`src/rtl/tage_ctrl_pkg.sv`:
```
// Shared types for the TAGE trace replay controller: FSM states, the trace
// entry layout and the default statistics window length.
package tage_ctrl_pkg;

  localparam int DEFAULT_ADDRESS_SIZE = 32;
  localparam int DEFAULT_WINDOW       = 100000;

  typedef enum logic [2:0] {
    IDLE    = 3'd0,
    FETCH   = 3'd1,
    LOAD    = 3'd2,
    PREDICT = 3'd3,
    UPDATE  = 3'd4,
    DONE    = 3'd5
  } ctrlState_e;

  typedef struct packed {
    logic                            outcome;
    logic [DEFAULT_ADDRESS_SIZE-1:0] pc;
  } traceEntry_t;

  // A retired branch counts as a hit when the prediction equals the outcome.
  function automatic logic predHit(input logic predTaken, input logic outcome);
    return ~(predTaken ^ outcome);
  endfunction

endpackage

```
`src/rtl/window_stat_counter.sv`:
```
// Per-window hit statistics for the trace replay controller; the last closed
// window's hit count is held until the next window closes.
module window_stat_counter #(
  parameter int WINDOW   = 100000,
  parameter int WINDOW_W = $clog2(WINDOW + 1)
) (
  input  logic                Clk,
  input  logic                Rst,
  input  logic                Clear,
  input  logic                Retire,
  input  logic                Hit,
  input  logic                Last,
  output logic [WINDOW_W-1:0] WindowHits,
  output logic                WindowValid
);

  localparam logic [WINDOW_W-1:0] WIN_LAST = WINDOW_W'(WINDOW - 1);
  localparam logic [WINDOW_W-1:0] WIN_ONE  = WINDOW_W'(1);

  logic [WINDOW_W-1:0] winCnt_r;
  logic [WINDOW_W-1:0] winHits_r;
  logic [WINDOW_W-1:0] windowHits_r;
  logic                windowValid_r;
  logic [WINDOW_W-1:0] hitExt_s;
  logic                closeWin_s;

  assign hitExt_s   = {{(WINDOW_W-1){1'b0}}, Hit};
  // The final entry of a run closes a partial window so it is never lost.
  assign closeWin_s = Retire && ((winCnt_r == WIN_LAST) || Last);

  // Window counters, closed-window result and its one-cycle valid pulse.
  always_ff @(posedge Clk or negedge Rst) begin
    if (!Rst) begin
      winCnt_r      <= '0;
      winHits_r     <= '0;
      windowHits_r  <= '0;
      windowValid_r <= 1'b0;
    end else if (Clear) begin
      winCnt_r      <= '0;
      winHits_r     <= '0;
      windowHits_r  <= '0;
      windowValid_r <= 1'b0;
    end else begin
      windowValid_r <= closeWin_s;
      if (closeWin_s) begin
        windowHits_r <= winHits_r + hitExt_s;
        winCnt_r     <= '0;
        winHits_r    <= '0;
      end else if (Retire) begin
        winCnt_r  <= winCnt_r + WIN_ONE;
        winHits_r <= winHits_r + hitExt_s;
      end
    end
  end

  assign WindowHits  = windowHits_r;
  assign WindowValid = windowValid_r;

endmodule

```
`src/rtl/trace_replay_ctrl.sv`:
```
// Replays the training trace into the TAGE predictor: fetch, predict, update and
// retire one branch at a time. Window statistics are built when TRACE_WINDOW_STATS_EN is defined.
module trace_replay_ctrl
  import tage_ctrl_pkg::*;
#(
  parameter int ADDRESS_SIZE           = DEFAULT_ADDRESS_SIZE,
  parameter int TRAINING_DATA_SIZE     = 3898078,
  // One spare code point so a full run's branch count never wraps.
  parameter int INSTRUCTION_INDEX_SIZE = $clog2(TRAINING_DATA_SIZE + 1),
  parameter int WINDOW                 = DEFAULT_WINDOW,
  parameter int WINDOW_W               = $clog2(WINDOW + 1)
) (
  input  logic                              Clk,
  input  logic                              Rst,
  input  logic                              Start,
  output logic [INSTRUCTION_INDEX_SIZE-1:0] TraceAddr,
  input  logic [ADDRESS_SIZE:0]             TraceData,
  output logic                              PredReq,
  output logic [ADDRESS_SIZE-1:0]           PredPC,
  input  logic                              PredValid,
  input  logic                              PredTaken,
  output logic                              UpdReq,
  output logic                              UpdTaken,
  input  logic                              UpdAck,
  output logic [INSTRUCTION_INDEX_SIZE-1:0] TotalBranches,
  output logic [INSTRUCTION_INDEX_SIZE-1:0] CorrectlyPredicted,
  output logic [WINDOW_W-1:0]               WindowHits,
  output logic                              WindowValid,
  output logic                              Busy,
  output logic                              Done
);

  localparam int IW = INSTRUCTION_INDEX_SIZE;
  localparam logic [IW-1:0] LAST_IDX = IW'(TRAINING_DATA_SIZE - 1);
  localparam logic [IW-1:0] ONE_IDX  = IW'(1);

  ctrlState_e              state_r, stateNext_s;
  logic [IW-1:0]           idx_r, total_r, correct_r;
  logic [ADDRESS_SIZE-1:0] pc_r;
  logic                    out_r, predTaken_r;
  logic                    predReq_r, updReq_r, busy_r, done_r;
  logic                    startRun_s, retire_s, lastEntry_s, match_s;

  assign startRun_s  = Start && ((state_r == IDLE) || (state_r == DONE));
  assign retire_s    = (state_r == UPDATE) && UpdAck;
  assign lastEntry_s = (idx_r == LAST_IDX);
  assign match_s     = predHit(predTaken_r, out_r);

  // State register.
  always_ff @(posedge Clk or negedge Rst) begin
    if (!Rst) state_r <= IDLE;
    else      state_r <= stateNext_s;
  end

  // Next-state logic; handshakes arriving outside their state fall through unseen.
  always_comb begin
    stateNext_s = state_r;
    case (state_r)
      IDLE:    if (Start) stateNext_s = FETCH; else stateNext_s = IDLE;
      FETCH:   stateNext_s = LOAD;
      LOAD:    stateNext_s = PREDICT;
      PREDICT: if (PredValid) stateNext_s = UPDATE; else stateNext_s = PREDICT;
      UPDATE: begin
        if (UpdAck) stateNext_s = lastEntry_s ? DONE : FETCH;
        else        stateNext_s = UPDATE;
      end
      DONE:    if (Start) stateNext_s = FETCH; else stateNext_s = DONE;
      default: stateNext_s = IDLE;
    endcase
  end

  // Trace index, run totals, captured entry and prediction; outputs decoded from next state.
  always_ff @(posedge Clk or negedge Rst) begin
    if (!Rst) begin
      idx_r       <= '0;
      total_r     <= '0;
      correct_r   <= '0;
      pc_r        <= '0;
      out_r       <= 1'b0;
      predTaken_r <= 1'b0;
      predReq_r   <= 1'b0;
      updReq_r    <= 1'b0;
      busy_r      <= 1'b0;
      done_r      <= 1'b0;
    end else begin
      if (startRun_s) begin
        idx_r     <= '0;
        total_r   <= '0;
        correct_r <= '0;
      end else if (retire_s) begin
        idx_r     <= idx_r + ONE_IDX;
        total_r   <= total_r + ONE_IDX;
        correct_r <= correct_r + {{(IW-1){1'b0}}, match_s};
      end
      if (state_r == LOAD) begin
        pc_r  <= TraceData[ADDRESS_SIZE-1:0];
        out_r <= TraceData[ADDRESS_SIZE];
      end
      if ((state_r == PREDICT) && PredValid) predTaken_r <= PredTaken;
      predReq_r <= (stateNext_s == PREDICT);
      updReq_r  <= (stateNext_s == UPDATE);
      busy_r    <= (stateNext_s != IDLE) && (stateNext_s != DONE);
      done_r    <= (stateNext_s == DONE);
    end
  end

  assign TraceAddr          = idx_r;
  assign PredReq            = predReq_r;
  assign PredPC             = pc_r;
  assign UpdReq             = updReq_r;
  assign UpdTaken           = out_r;
  assign TotalBranches      = total_r;
  assign CorrectlyPredicted = correct_r;
  assign Busy               = busy_r;
  assign Done               = done_r;

`ifdef TRACE_WINDOW_STATS_EN
  window_stat_counter #(
    .WINDOW   (WINDOW),
    .WINDOW_W (WINDOW_W)
  ) uWindowStat (
    .Clk         (Clk),
    .Rst         (Rst),
    .Clear       (startRun_s),
    .Retire      (retire_s),
    .Hit         (match_s),
    .Last        (lastEntry_s),
    .WindowHits  (WindowHits),
    .WindowValid (WindowValid)
  );
`else
  assign WindowHits  = '0;
  assign WindowValid = 1'b0;
`endif

endmodule

```
`config.mk`:
```
export PLATFORM = sky130hd
export DESIGN_NAME = trace_replay_ctrl
export DESIGN_NICKNAME = d
export VERILOG_FILES = /design/src/rtl/tage_ctrl_pkg.sv /design/src/rtl/window_stat_counter.sv /design/src/rtl/trace_replay_ctrl.sv
export SDC_FILE = /design/constraint.sdc
export NUM_CORES = 1
export LEC_CHECK = 0
export ABC_CLOCK_PERIOD_IN_PS = 6350
export CAP_MARGIN = 20
export CORE_MARGIN = 2
export CORE_UTILIZATION = 51
export CTS_CLUSTER_SIZE = 28
export DETAILED_ROUTE_END_ITERATION = 16
export GPL_TIMING_DRIVEN = 1
export PLACE_DENSITY = 0.84
export REMOVE_ABC_BUFFERS = 1
export SETUP_SLACK_MARGIN = 0.15
export SLEW_MARGIN = 20
export SYNTH_ARGS = -nofsm -noshare
export SYNTH_HDL_FRONTEND = slang
export SYNTH_SLANG_ARGS = --single-unit
```
`constraint.sdc`:
```
create_clock -name Clk -period 6.35 [get_ports Clk]
set_input_delay 0.635 -clock Clk [delete_from_list [all_inputs] [get_ports Clk]]
set_output_delay 0.635 -clock Clk [all_outputs]
set_load 0.01 [all_outputs]
```
# Word level (Yosys, flattened, before mapping)
# Cells that the tools add are included.
[totals] register_bits=107 in_bits=39 output_inout_bits=121 elab_cells=46
[classes] add_sub_neg=3 n_eq_ne=10 n_mux=12 n_bitwise=2 reduce_logical=8
[ops] operator="two-way mux 22 bit" n=6
[ops] operator="adder 22 x 1 -> 22 bit (second input constant)" n=2
[ops] operator="adder 22 x 1 -> 22 bit" n=1
[ops] operator="equality test 22 bit (second input constant)" n=1
[ops] operator="one-hot mux 3 bit (6 select lines)" n=1
[ops] operator="equality test 3 bit (second input constant)" n=4
[ops] operator="two-way mux 3 bit" n=4
[ops] operator="equality test 3 x 2 -> 1 bit (second input constant)" n=3
[ops] operator="logical AND 1 bit" n=4
[ops] operator="equality test 3 x 1 -> 1 bit (second input constant)" n=1
[ops] operator="logical NOT 3 bit" n=1
[ops] operator="!= test 3 bit (second input constant)" n=1
[ops] operator="nonzero test 3 bit" n=1
[ops] operator="nonzero test 2 bit" n=1
[ops] operator="logical OR 1 bit" n=1
[ops] operator="two-way mux 1 bit" n=1
[ops] operator="NOT 1 bit" n=1
[ops] operator="XOR 1 bit" n=1

# Logic depth before layout (Yosys ltp)
[logic_depth] ltp_word=6 ltp_mapped=8 depth_no_buf=8

# Worst setup path before layout
# No wires, ideal clock.
[synth_timing] path_type="register -> register" from="register out_r (netlist: UpdTaken)" to="register correct_r[21] (netlist: CorrectlyPredicted[21])" setup_time_ps=78 arrival_ps=2224 required_ps=6272 slack_ps=4049 path_stages_with_launch=9 n_path_buf=1 period_less_slack_ps=2301 path_cell_list="dfrtp_1 xnor2_1 ha_1 nand2_1 a2111o_1 buf_6 or3_1 or4_1 a21oi_1"
[synth_via] elab_chain_len=5
[synth_rtl] item="from (decl)" line_no="trace_replay_ctrl.sv:40" source="logic out_r, predTaken_r;"
[synth_rtl] item="from (signal assigned)" line_no="trace_replay_ctrl.sv:97" source="out_r <= TraceData[ADDRESS_SIZE];"
[synth_rtl] item="XOR 1 bit" line_no="tage_ctrl_pkg.sv:24" source="return ~(predTaken ^ outcome);"
[synth_rtl] item="NOT 1 bit" line_no="tage_ctrl_pkg.sv:24"
[synth_rtl] item="adder 22 x 1 -> 22 bit" line_no="trace_replay_ctrl.sv:93" source="correct_r <= correct_r + {{(IW-1){1'b0}}, match_s};"
[synth_rtl] item="two-way mux 22 bit" line_no="trace_replay_ctrl.sv:90" source="end else if (retire_s) begin"
[synth_rtl] item="two-way mux 22 bit" line_no="trace_replay_ctrl.sv:86" source="if (startRun_s) begin"
[synth_rtl] item="to (signal assigned)" line_no="trace_replay_ctrl.sv:93"
[synth_rtl] item="to (decl)" line_no="trace_replay_ctrl.sv:38" source="logic [IW-1:0] idx_r, total_r, correct_r;"
# No other way between the ends. The select of a mux whose other input is x is not followed.
# A chain may end at the register's enable or synchronous reset.

# Worst setup path in the final report
[layout_timing] from="input port Start" to="register correct_r[21] (netlist: CorrectlyPredicted[21])"
[layout_via] elab_chain_len=2 elab_cells_between_ends=3 cone_classes="mux: 1; reduce/logical: 2"
[layout_rtl] item="from (decl)" line_no="trace_replay_ctrl.sv:15" source="input logic Start,"
[layout_rtl] item="logical AND 1 bit (*)" line_no="trace_replay_ctrl.sv:44" source="assign startRun_s = Start && ((state_r == IDLE) || (state_r == DONE));"
[layout_rtl] item="two-way mux 22 bit or nonzero test 2 bit (tied branches)"
# Mark *: on every way between the ends. The rest lies on a longest branch, timed or not.

==> run_results.csv <==
group,metric,value,unit
outcome,run_status,"finished clean",
final_layout,register_area,2678,µm²
floorplan,rows,36,
clock_tree,cts_max_level,3,
final_layout,fin_area,6855,µm²
timing,tightest_slew,0.9135,ns
global_route,grt_pass1_vias,4290,
pwr,pwr-share-seq,0.416,
synth,synth_ff_type,"dfrtp_1",
pwr,p_sw,808.4,µW
pwr,clkPwrFrac,0.179,
global_route,grt_max_degree,76,
pwr,powerDensity,343.4,nW/µm²
drt,wl_per_cell,16.74,µm
setup_path,crit_slowest_cell,"clkdlybuf4s50_1",
clock_tree,cts_buffers,9,
synth,yosysWarningCount,0,
synth,syn-cell-area,5226,µm²
placed_design,place_area,6663,µm²
clock_tree,cts_tree,"yes",
pwr,combPwrFrac,0.404,
drt,via_per_inst,5.649,
clock_tree,cts_setup_buffers,0,
setup_path,path_cells,"clkdlybuf4s50_1, nand2b_4, a2111o_1, or3_1, or4_1, a21oi_1",
final_layout,drive_above_1_share,0.09161,
final_layout,num_antenna_cells,0,
global_route,grt_pass1_wl,21630,µm
setup_path,critPathMaxStageDelay,0.58,ns
pwr,power.leakage,0.002781,µW
synth,syn_area_per_cell,10.29,µm²
drt,first_pass_iters,5,
synth,ys_ff_latch,107,
timing,finClkSkew,0.009733,ns
placed_design,hpwl,9222,µm
floorplan,die_h,105.2,µm
setup_path,worstSetupPathType,"input port to register",
timing,setup_tns,0,ns
setup_path,cp.depth,6,
clock_tree,cts.repair.resized,0,
placed_design,gp_congestion,0.8914,
timing,setup_viol,0,
clock_tree,clock_latency,0.37,ns
setup_path,cp.arrival,2.86,ns
floorplan,initial_core_util,0.5298,
setup_path,critical_path_required,6.64,ns
pwr,p_int,1546,µW
global_route,grt_antenna_before_repair,0,
final_layout,fillerInstances,731,
floorplan,coreArea,9864,µm²
pwr,fin_total_pwr,2354,µW
clock_tree,cts_hold_buf,0,
timing,hold_viol_final,0,
setup_path,path_max_fanout,10,
global_route,grt_use_total,0.2428,
synth,synth_edf_count,0,
floorplan,dieArea,11070,µm²
final_layout,fin_nets,684,
clock_tree,clkSinkCount,107,
final_layout,multi_input_area,2338,µm²
drt,drc,0,
setup_path,worstSetupEndpointType,"register",
setup_path,critPathBufInv,1,
timing,holdWs,0.1909,ns
pwr,vdd_drop_max,0.2733,mV
pwr,power_switching_share,0.3434,
floorplan,dieWidth,105.2,µm
job,drv_cap,0,
final_layout,area_delta_synth_final,31.17,%
floorplan,num_io_pins,160,
global_route,overflow,0,
synth,async_reset_ff_frac,1.000,
setup_path,critical_path.top_delay_family,"simple AND/OR/NAND/NOR gates",
clock_tree,root_buffer,"clkbuf_8",
timing,fin_crit_sh,0.4043,
setup_path,r2r_cells,7,
synth,synth_cell_types,41,
timing,rsz0062_at_grt,"no",
timing,drv_slew,0,
placed_design,io_buffers,141,
clock_tree,clk_pin_slew,0.10,ns
drt,vias,4389,
drt,detail-route-antenna-nets,0,
synth,synth_cells,508,
drt,wl,13010,µm
drt,drtIter0Drc,235,
timing,post-route-min-period,2.567,ns
hold_path,hold_path.class,"input port to async pin",
clock_tree,clock_path_buffers,2,
timing,timing.max_slew.rel_slack,0.3910,
setup_path,start_kind,"input port",
synth,ys_seq_area_frac,0.5123,
timing,maxClockFrequency,389.5,MHz
==> cell usage after synthesis, types with 3 or more instances <==
cell	n	area, µm²
o21ai_0	10	50.05
xor2_1	15	131.4
inv_1	8	30.03
nor4_1	15	93.84
and3_1	10	62.56
o31ai_1	3	22.52
nand4b_1	3	26.28
nand2_1	27	101.4
ha_1	5	62.56
nand4_1	25	156.4
nand3_1	28	140.1
or4_1	5	37.54
clkbuf_1	17	63.81
nor2_1	63	236.5
nor3_1	18	90.09
buf_1	4	15.01
a21oi_1	17	85.08
mux2_2	35	394.1
xnor2_1	35	306.5
and4_1	4	35.03
dfrtp_1	107	2678
buf_4	19	142.6
or3_1	10	62.56
==> layer usage <==
metal,part of all wire,vias to the layer above,global-route usage
met2,0.49,212,0.4037
met4,0.016,0,0.07810
met1,0.40,2145,0.3067
met5,0,-,0
li1,-,2011,-
met3,0.099,21,0.06926
==> through the flow <==
step	instances	util	setup WS [ns]
after floorplan	483	-	3.632
after global placement	762	0.6754	3.483
after detailed placement	762	0.6754	3.420
after CTS	777	0.6950	3.800
after global routing	777	0.6950	3.651
final	777	0.6950	3.783
==> worst register-to-register path: stages (launching register included) <==
cell	delay, ns
dfrtp_1	0.37
buf_4	0.21
inv_1	0.38
and3_2	0.57
buf_4	0.50
nand2b_1	0.18
a21oi_1	0.04
a31o_2	0.21
==> registers in the layout, summed over array words and instances, names as in the netlist <==
name	count
Busy	1
CorrectlyPredicted	22
Done	1
PredPC	32
PredReq	1
TotalBranches	22
TraceAddr	22
UpdReq	1
UpdTaken	1
predTaken_r	1
state_r	3
==> area by class of cell <==
| class | count | share of cell area |
|---|---|---|
| Clock buffer | 11 | 0.02062 |
| Clock inverter | 4 | 0.007483 |
| Inverter | 9 | 0.004928 |
| Multi-Input combinational cell | 367 | 0.3411 |
| Sequential cell | 107 | 0.3906 |
| Tap cell | 133 | 0.02427 |
| Timing Repair Buffer | 146 | 0.2110 |
==> final timing paths <==
kind	from	end	slack, ns
max in group asynchronous	Rst	PredPC[4]	4.90
setup reg to reg	state_r[1]	TotalBranches[21]	3.81
setup / recovery	Start	CorrectlyPredicted[21]	3.78
hold reg to reg	PredPC[17]	PredPC[17]	0.51
min in group Clk	PredPC[17]	PredPC[17]	0.51
hold / removal	Rst	CorrectlyPredicted[15]	0.19
==> cells by family (layout without fill, tap and decap cells) <==
family                   Yosys count  in the layout  synth area share
flip-flops                       107            107            0.5123
other                              1             18         0.0007175
multiplexers                      37             37           0.07924
AND/OR/NAND/NOR                  220            220            0.2171
buffers and inverters             51            170           0.05315
AO/OA/AOI/OAI                     37             37           0.04166
adder cells (fa/ha/maj)            5              5           0.01197
XOR/XNOR                          50             50           0.08379
==> power by group through the flow <==
stage	sequential (µW)	clock, µW	combinational (µW)
floorplan	1050	0	396
global placement	977	0	926
detailed placement	990	0	959
CTS	980	428	963
global route	1000	455	1030
finish	980	422	952
==> cells in the final DEF (no fill, tap or decap), types with 4 or more instances in the layout <==
cell type,Yosys,routed
nand3_1,28,28
nor2_1,63,62
ha_1,5,5
nand4_1,25,25
xor2_1,15,15
and3_1,10,9
inv_1,8,8
buf_4,19,6
mux2_2,35,35
or4_1,5,5
dfrtp_1,107,107
nand2_1,27,27
nor4_1,15,15
a21oi_1,17,17
clkdlybuf4s50_1,0,140
and4_1,4,4
conb_1,1,18
o21ai_0,10,10
xnor2_1,35,35
nor3_1,18,18
clkbuf_8,0,10
or3_1,10,10
Note: power is estimated with default switching activity, not from simulation.
